<file path="src/rtl/cache_req_arb.sv">
// Two-port round-robin arbiter onto one cache request channel; in-order ID FIFO routes read data back.
// Request path is combinational (0-cycle), responses are registered (1 cycle); a stalled grant is locked until accepted.
module cache_req_arb #(
  parameter int ADDR_W = 32,
  parameter int DATA_W = 32,
  parameter int OUTSTD = 4
) (
  input  logic                  clk,
  input  logic                  rst,
  input  logic [1:0]            rq_valid,
  output logic [1:0]            rq_ready,
  input  logic [1:0]            rq_we,
  input  logic [2*ADDR_W-1:0]   rq_addr,
  input  logic [2*DATA_W-1:0]   rq_wdata,
  input  logic [2*DATA_W/8-1:0] rq_wmask,
  output logic [1:0]            rs_valid,
  output logic [DATA_W-1:0]     rs_data,
  output logic                  c_req_valid,
  input  logic                  c_req_ready,
  output logic                  c_req_we,
  output logic [ADDR_W-1:0]     c_req_addr,
  output logic [DATA_W-1:0]     c_req_wdata,
  output logic [DATA_W/8-1:0]   c_req_wmask,
  input  logic                  c_rsp_valid,
  input  logic [DATA_W-1:0]     c_rsp_data,
  output logic                  err_orphan
);

  localparam int PW = $clog2(OUTSTD);
  localparam int MW = DATA_W / 8;
  localparam logic [PW:0] FULL_CNT = OUTSTD[PW:0];

  typedef enum logic {IDLE, LOCKED} state_t;

  state_t            state, state_nxt;
  logic              ptr;
  logic              lock_port;
  logic              pick;
  logic              sel;
  logic              any_elig;
  logic [1:0]        elig;
  logic              full;
  logic              empty;
  logic              accept;
  logic              push;
  logic              pop;
  logic [OUTSTD-1:0] id_mem;
  logic [PW-1:0]     wr_ptr;
  logic [PW-1:0]     rd_ptr;
  logic [PW:0]       count;

  assign full  = (count == FULL_CNT);
  assign empty = (count == '0);

  // A pop in the same cycle deliberately does not make a read eligible.
  always_comb begin
    for (int n = 0; n < 2; n++) begin
      elig[n] = rq_valid[n] & (rq_we[n] | ~full);
    end
  end

  assign any_elig = |elig;
  assign pick     = elig[ptr] ? ptr : ~ptr;
  assign sel      = (state == LOCKED) ? lock_port : pick;

  always_ff @(posedge clk or posedge rst) begin
    if (rst) begin
      state <= IDLE;
    end else begin
      state <= state_nxt;
    end
  end

  always_comb begin
    state_nxt = state;
    case (state)
      IDLE:    if (any_elig && !c_req_ready) state_nxt = LOCKED;
      LOCKED:  if (c_req_ready) state_nxt = IDLE;
      default: state_nxt = IDLE;
    endcase
  end

  always_comb begin
    c_req_valid = 1'b0;
    rq_ready    = 2'b00;
    c_req_we    = 1'b0;
    c_req_addr  = '0;
    c_req_wdata = '0;
    c_req_wmask = '0;
    if (!rst && (state == LOCKED || any_elig)) begin
      c_req_valid   = 1'b1;
      rq_ready[sel] = c_req_ready;
      c_req_we      = rq_we[sel];
      c_req_addr    = sel ? rq_addr[ADDR_W +: ADDR_W]  : rq_addr[0 +: ADDR_W];
      c_req_wdata   = sel ? rq_wdata[DATA_W +: DATA_W] : rq_wdata[0 +: DATA_W];
      c_req_wmask   = sel ? rq_wmask[MW +: MW]         : rq_wmask[0 +: MW];
    end
  end

  assign accept = c_req_valid & c_req_ready;
  assign push   = accept & ~c_req_we;
  assign pop    = c_rsp_valid & ~empty;

  always_ff @(posedge clk or posedge rst) begin
    if (rst) begin
      ptr       <= 1'b0;
      lock_port <= 1'b0;
    end else begin
      if (accept) ptr <= ~sel;
      if (state == IDLE && any_elig && !c_req_ready) lock_port <= pick;
    end
  end

  always_ff @(posedge clk or posedge rst) begin
    if (rst) begin
      id_mem <= '0;
      wr_ptr <= '0;
      rd_ptr <= '0;
      count  <= '0;
    end else begin
      if (push) begin
        id_mem[wr_ptr] <= sel;
        wr_ptr         <= wr_ptr + 1'b1;
      end
      if (pop) rd_ptr <= rd_ptr + 1'b1;
      case ({push, pop})
        2'b10:   count <= count + 1'b1;
        2'b01:   count <= count - 1'b1;
        default: count <= count;
      endcase
    end
  end

  always_ff @(posedge clk or posedge rst) begin
    if (rst) begin
      rs_valid   <= 2'b00;
      rs_data    <= '0;
      err_orphan <= 1'b0;
    end else begin
      rs_valid <= pop ? (id_mem[rd_ptr] ? 2'b10 : 2'b01) : 2'b00;
      if (pop) rs_data <= c_rsp_data;
      if (c_rsp_valid && empty) err_orphan <= 1'b1;
    end
  end

endmodule

</file>
<file path="config.mk">
export PLATFORM = sky130hd
export DESIGN_NAME = cache_req_arb
export DESIGN_NICKNAME = d
export VERILOG_FILES = /design/src/rtl/cache_req_arb.sv
export SDC_FILE = /design/constraint.sdc
export NUM_CORES = 1
export LEC_CHECK = 0
export CORE_ASPECT_RATIO = 0.75
export CORE_MARGIN = 5
export CORE_UTILIZATION = 29
export DETAILED_ROUTE_END_ITERATION = 7
export GPL_ROUTABILITY_DRIVEN = 0
export HOLD_SLACK_MARGIN = 0.06
export PLACE_DENSITY = 0.86
export REMOVE_ABC_BUFFERS = 1
export SLEW_MARGIN = 15
export SYNTH_ARGS = -nofsm -noshare
export SYNTH_HDL_FRONTEND = slang
export SYNTH_SLANG_ARGS = --single-unit
</file>
<file path="constraint.sdc">
create_clock -name clk -period 3 [get_ports clk]
set_clock_uncertainty 0.15 [all_clocks]
set_input_delay 0.6 -clock clk [delete_from_list [all_inputs] [get_ports clk]]
set_output_delay 0.6 -clock clk [all_outputs]
set_load 0.02 [all_outputs]
</file>
After elaboration in Yosys (flattened, before gate mapping)

Index checks and enable logic that the tools add are counted.

Flip-flop bits (word level): 49
Word-level logic and storage cells: 78

Add/subtract/negate cells: 4
Magnitude comparators: 6
Eq/ne operators: 3
Multiplexer cells: 28
Bitwise operators: 14
Reductions and logical operators: 13

Operators with widths:

| cell                                                                   | count |
|---|---|
| 32-bit two-way mux                                                     | 4 |
| 1-bit two-way mux                                                      | 13 |
| 4-bit two-way mux                                                      | 2 |
| 1-bit logical AND                                                      | 7 |
| 2-bit by 3-bit < comparator with 1-bit output (second input constant)  | 2 |
| 2-bit two-way mux                                                      | 3 |
| 1-bit inverter                                                         | 6 |
| 3-bit one-hot mux with 2 select lines                                  | 1 |
| 1-bit bitwise AND                                                      | 5 |
| 2-bit by 1-bit adder with 2-bit output (second input constant)         | 2 |
| 4-bit bitwise mux                                                      | 1 |
| 1-bit by 2-bit < comparator with 1-bit output (second input constant)  | 2 |
| 3-bit by 1-bit adder with 3-bit output (second input constant)         | 1 |
| 3-bit equality test (second input constant)                            | 1 |
| 3-bit zero test                                                        | 1 |
| 3-bit by 1-bit subtractor with 3-bit output (second input constant)    | 1 |
| 2-bit bitwise AND                                                      | 1 |
| 1-bit binary-select mux with 2-bit select                              | 1 |
| 1-bit demux with 2-bit select                                          | 1 |
| 2-bit by 1-bit equality test with 1-bit output (second input constant) | 1 |
| 2-bit equality test (second input constant)                            | 1 |
| 2-bit by 1-bit >= comparator with 1-bit output (second input constant) | 1 |
| 1-bit zero test                                                        | 2 |
| 1-bit bitwise OR                                                       | 2 |
| 6 further kinds                                                        | 6 |

Longest topological paths before layout

Depth in word-level cells: 15
Depth in mapped cells: 11

Worst setup path after synthesis

OpenSTA, ideal clock, no wires.

Path type: input to register
Start: in rq_we[1]
End: reg count[2]
Data arrival time: 2.913 ns
Path slack: -0.143 ns
Stages on the path: 11
Buffers on the path: 0
Cells stage by stage: or4b_4 and3_4 o31ai_4 a211oi_4 inv_1 ha_1 inv_1 fa_1 xor2_1 nor2_1 xor2_1

Word-level cells in the longest chain between the ends: 13

Ends and longest elaborated chain:

| item                                                                                         | RTL line | RTL |
|---|---|---|
| from (decl)                                                                                  | 12       | `input logic [1:0] rq_we,` |
| 1-bit bitwise OR                                                                             | 58       | `elig[n] = rq_valid[n] & (rq_we[n] \| ~full);` |
| 1-bit bitwise AND                                                                            | 58       |  |
| 1-bit two-way mux (not written as such) (2 in series)                                        | 63       | `assign pick = elig[ptr] ? ptr : ~ptr;` |
| 1-bit two-way mux                                                                            | 63       |  |
| 1-bit two-way mux                                                                            | 64       | `assign sel = (state == LOCKED) ? lock_port : pick;` |
| 1-bit two-way mux (not written as such) (2 in series)                                        | 93       | `c_req_we = rq_we[sel];` |
| 1-bit two-way mux                                                                            | 90       | `if (!rst && (state == LOCKED \|\| any_elig)) begin` |
| 1-bit inverter                                                                               | 101      | `assign push = accept & ~c_req_we;` |
| 1-bit bitwise AND (*)                                                                        | 101      |  |
| 2-bit by 1-bit equality test with 1-bit output / 2-bit equality test (equally long branches) | 126      | `case ({push, pop})` |
| 3-bit one-hot mux with 2 select lines / 2-bit nonzero test (equally long branches)           | -        |  |
| to (signal assigned)                                                                         | 127      | `2'b10: count <= count + 1'b1;` |
| to (signal assigned)                                                                         | 128      | `2'b01: count <= count - 1'b1;` |
| to (signal assigned)                                                                         | 129      | `default: count <= count;` |
| to (decl)                                                                                    | 50       | `logic [PW:0] count;` |

Mark *: on every way between the ends. The rest lies on a longest branch, timed or not. The select of a mux whose other input is x is not followed.
A chain may end at the register's enable or synchronous reset.

Worst setup path after layout

Start: in rq_we[1]
End: out c_req_addr[5]

Word-level cells in the longest chain between the ends: 8

Ends and longest elaborated chain:

| item                                                  | RTL line | RTL |
|---|---|---|
| 1-bit bitwise OR (*)                                  | 58       |  |
| 1-bit bitwise AND (*)                                 | 58       |  |
| 1-bit two-way mux (not written as such) (2 in series) | 63       |  |
| 1-bit two-way mux                                     | 63       |  |
| 1-bit two-way mux                                     | 64       |  |
| 32-bit two-way mux                                    | 94       | `c_req_addr = sel ? rq_addr[ADDR_W +: ADDR_W] : rq_addr[0 +: ADDR_W];` |
| 32-bit two-way mux (*)                                | 90       |  |
| to (decl)                                             | 21       | `output logic [ADDR_W-1:0] c_req_addr,` |

Marks and branches as above.

==> results.yml <==
outcome:
  outcome: "complete, but fails checks"
  violations: "negative setup slack"
placement:
  dp_hpwl_um: 10800
  dpl_worst_slack_ns: -0.964
  place_area_um2: 6220
  io_buffer_count: 282
synth:
  muxShareOfSynthArea_pct: 1.51
  synth_ff_type: "dfrtp_1"
  synth_compound_area_share_pct: 15.7
  ys_async_sr_fraction_pct: 100
  synth_fa_ha_area_share_pct: 2.62
  yosysSeqAreaShare_pct: 38.9
  synthSimpleGateAreaFrac_pct: 32.5
  synthDistinctLibCells: 34
  synth_top_family_by_area: "simple AND/OR/NAND/NOR gates"
  netlist_instances: 449
  yosys_warnings: 0
  ys_seq_elements: 49
  synth_edf_count: 0
  syn_avg_cell_area_um2: 7.02
  synth_xor_area_share_pct: 1.67
  synth_area_um2: 3150
layout:
  final_util_pct: 67.0
  area_growth_pct: 129
  fill_cells: 857
  drive_gt1_share_pct: 29.7
  diodes: 0
  nNetsFinal: 948
  seqCellArea_um2: 1230
  postLayoutCellArea_um2: 7220
  multi_input_area_um2: 2090
global_route:
  gr-total-overflow: 0
  grt_pass1_vias: 4376
  grt_pass1_wl_um: 23700
  grtUsageTotal_pct: 23.0
  grt_max_degree: 50
  antenna_found_initial: 0
timing:
  fmax_ghz: 0.305
  timing.final.ws_setup_ns: -0.274
  worstMarginPinSlew_ns: 1.03
  fin_tns_setup_ns: -15.36
  rsz0062_at_grt: "true"
  hold_viol: 0
  whs_ns: 0.315
  finalCritPeriodShare_pct: 109
  drv_slew: 0
  relSlewSlack_pct: 31.3
  setup_violations: 74
  min_period_ns: 3.27
power_and_ir_drop:
  p_leak_nw: 3.33
  swShare_pct: 41.8
  p_seq_share_pct: 21.5
  clkPwrFrac_pct: 11.9
  ir_drop_mv: 0.458
  comb_power_share_pct: 66.6
  internal-power_mw: 2.77
  power.density_nw_per_um2: 658
  p_switching_mw: 1.98
clock_network:
  cts.sinks: 49
  cts_buffers: 5
  tritoncts: "built"
  clock_path_buffers: 2
  clk_pin_slew_worst_paths_ns: 0.06
  clock_latency_ns: 0.28
  htreeDepth: 2
  root_buffer: "clkbuf_16"
floorplan:
  die_h_um: 100
  start_util_pct: 29.2
  die-area_um2: 13100
  die_x_um: 130
  rows: 33
  core_area_um2: 10800
  io_pins: 283
route:
  dr_wl_met2_um: 8420
  first_iter_violations: 163
  met3_length_um: 1090
  finalWirelength_um: 16600
  vias_per_cell: 4.73
  dr.pass1.iters: 4
  wire_per_inst_um: 18.3
  wl_met1_um: 6820
  dr.max_layer_used: "met4"
  remaining_drc_errors: 0
  vias: 4292
  detail-route-antenna-nets: 0
critical_path:
  worst-path-max-fanout: 8
  cp-start-kind: "input port"
  critical-path-max-stage-delay_ns: 0.53
  end_kind: "output port"
  crit_type: "input port to output port"
  slowest_stage: "or4b_4"
  cp_cell_sequence: "buf_6, or4b_4, and3_4, o31ai_4, buf_6, buf_8, buf_12, buf_16, nand2_4, a21oi_2, buf_4"
  cp_common_cell: "buf_6"
  cp.required_ns: 2.25
  crit_arrival_ns: 2.52
  ff2ff_path_depth: 16
hold_path:
  hp-class: "flop to flop"
  hold_path_depth: 1
run:
  cap_violations: 0
-- per-layer routing --
metal | up-vias | GRT usage, %
li1 | 2074 | -
met1 | 2033 | 29.0
met2 | 159 | 41.1
met3 | 26 | 4.47
met4 | 0 | 4.43
met5 | - | 0
-- power by group through the flow --
stage | registers (mW) | logic (mW) | clock network [mW]
floorplan | 1.20 | 1.03 | 0
global placement | 1.02 | 2.45 | 0
detailed placement | 1.03 | 2.49 | 0
CTS | 1.02 | 3.05 | 0.585
global route | 1.06 | 3.36 | 0.615
finish | 1.02 | 3.16 | 0.566
-- critical path: cells and delay by family --
kind	cells	cell delay [ns]
AO/OA/AOI/OAI	2	0.33
AND/OR/NAND/NOR	3	0.80
buffers and inverters	6	0.78
-- registers in the layout, summed over array words and instances (netlist names) --
signal      cells
count           3
err_orphan      1
id_mem          4
lock_port       1
ptr             1
rd_ptr          2
rs_data        32
rs_valid        2
state           1
wr_ptr          2
-- synth_stat cells (all sizes together), types with 2 or more instances --
library cell,count,area [µm²]
or4b,2,27.5
xor2,2,17.5
a21oi,70,350
a31oi,5,31.3
xnor2,4,35.0
dfrtp,49,1230
nand2b,2,12.5
clkbuf,7,26.3
nor2,16,60.1
ha,5,62.6
nand2,233,875
inv,9,33.8
a311oi,4,35.0
buf,23,158
-- metrics by stage --
stage	instances	power, mW
2_1_floorplan	419	2.24
3_3_place_gp	871	3.47
3_5_place_dp	871	3.52
4_1_cts	904	4.66
5_1_grt	907	5.03
6_report	907	4.75
-- cell usage in the layout, fill, tap and decap left out, drive strengths merged, types with 2 or more instances in the layout --
master / Yosys / routed
nand2b: 2 / 2
clkbuf: 7 / 9
dfrtp: 49 / 49
a31oi: 5 / 5
or4b: 2 / 2
ha: 5 / 5
nand2: 233 / 233
clkinv: 1 / 3
buf: 23 / 129
nor2: 16 / 16
xor2: 2 / 2
inv: 9 / 9
a21oi: 70 / 70
xnor2: 4 / 4
a311oi: 4 / 4
clkdlybuf4s50: 0 / 207
-- cells by family after synthesis --
group | count (synthesis)
adders and majority gates | 6
and+or+nand+nor | 260
DFF | 49
xor gates and xnor gates | 6
muxes | 3
buffers and inverters | 40
AOI/OAI and AO/OA | 85
-- worst paths after layout --
check	from	to	slack, ns
setup / recovery	rq_we[1]	c_req_addr[5]	-0.27
hold / removal	err_orphan	err_orphan	0.31
setup reg to reg	count[1]	count[2]	-0.12
hold reg to reg	err_orphan	err_orphan	0.31
max in group asynchronous	rst	rs_valid[0]	1.46
min in group asynchronous	rst	ptr	0.81
-- timing repair --
item / 4_1_cts / 5_1_grt
resized for setup: 483 / 35
buffers inserted: 17 / 1
pin swaps: 50 / 14
hold buffers: 0 / 0
cloned: 9 / 4
endpoints found under the setup margin: 74 / 74
-- layout make-up --
cell class	instances	area share (%)
repair buffers	340	49.0
multi-input cells	360	28.9
flip-flops and latches	49	17.0
well taps	140	2.43
clock buffers	6	1.92
inverters	10	0.520
clock inverters	2	0.191
No activity file was read; power rests on OpenSTA's default activity.
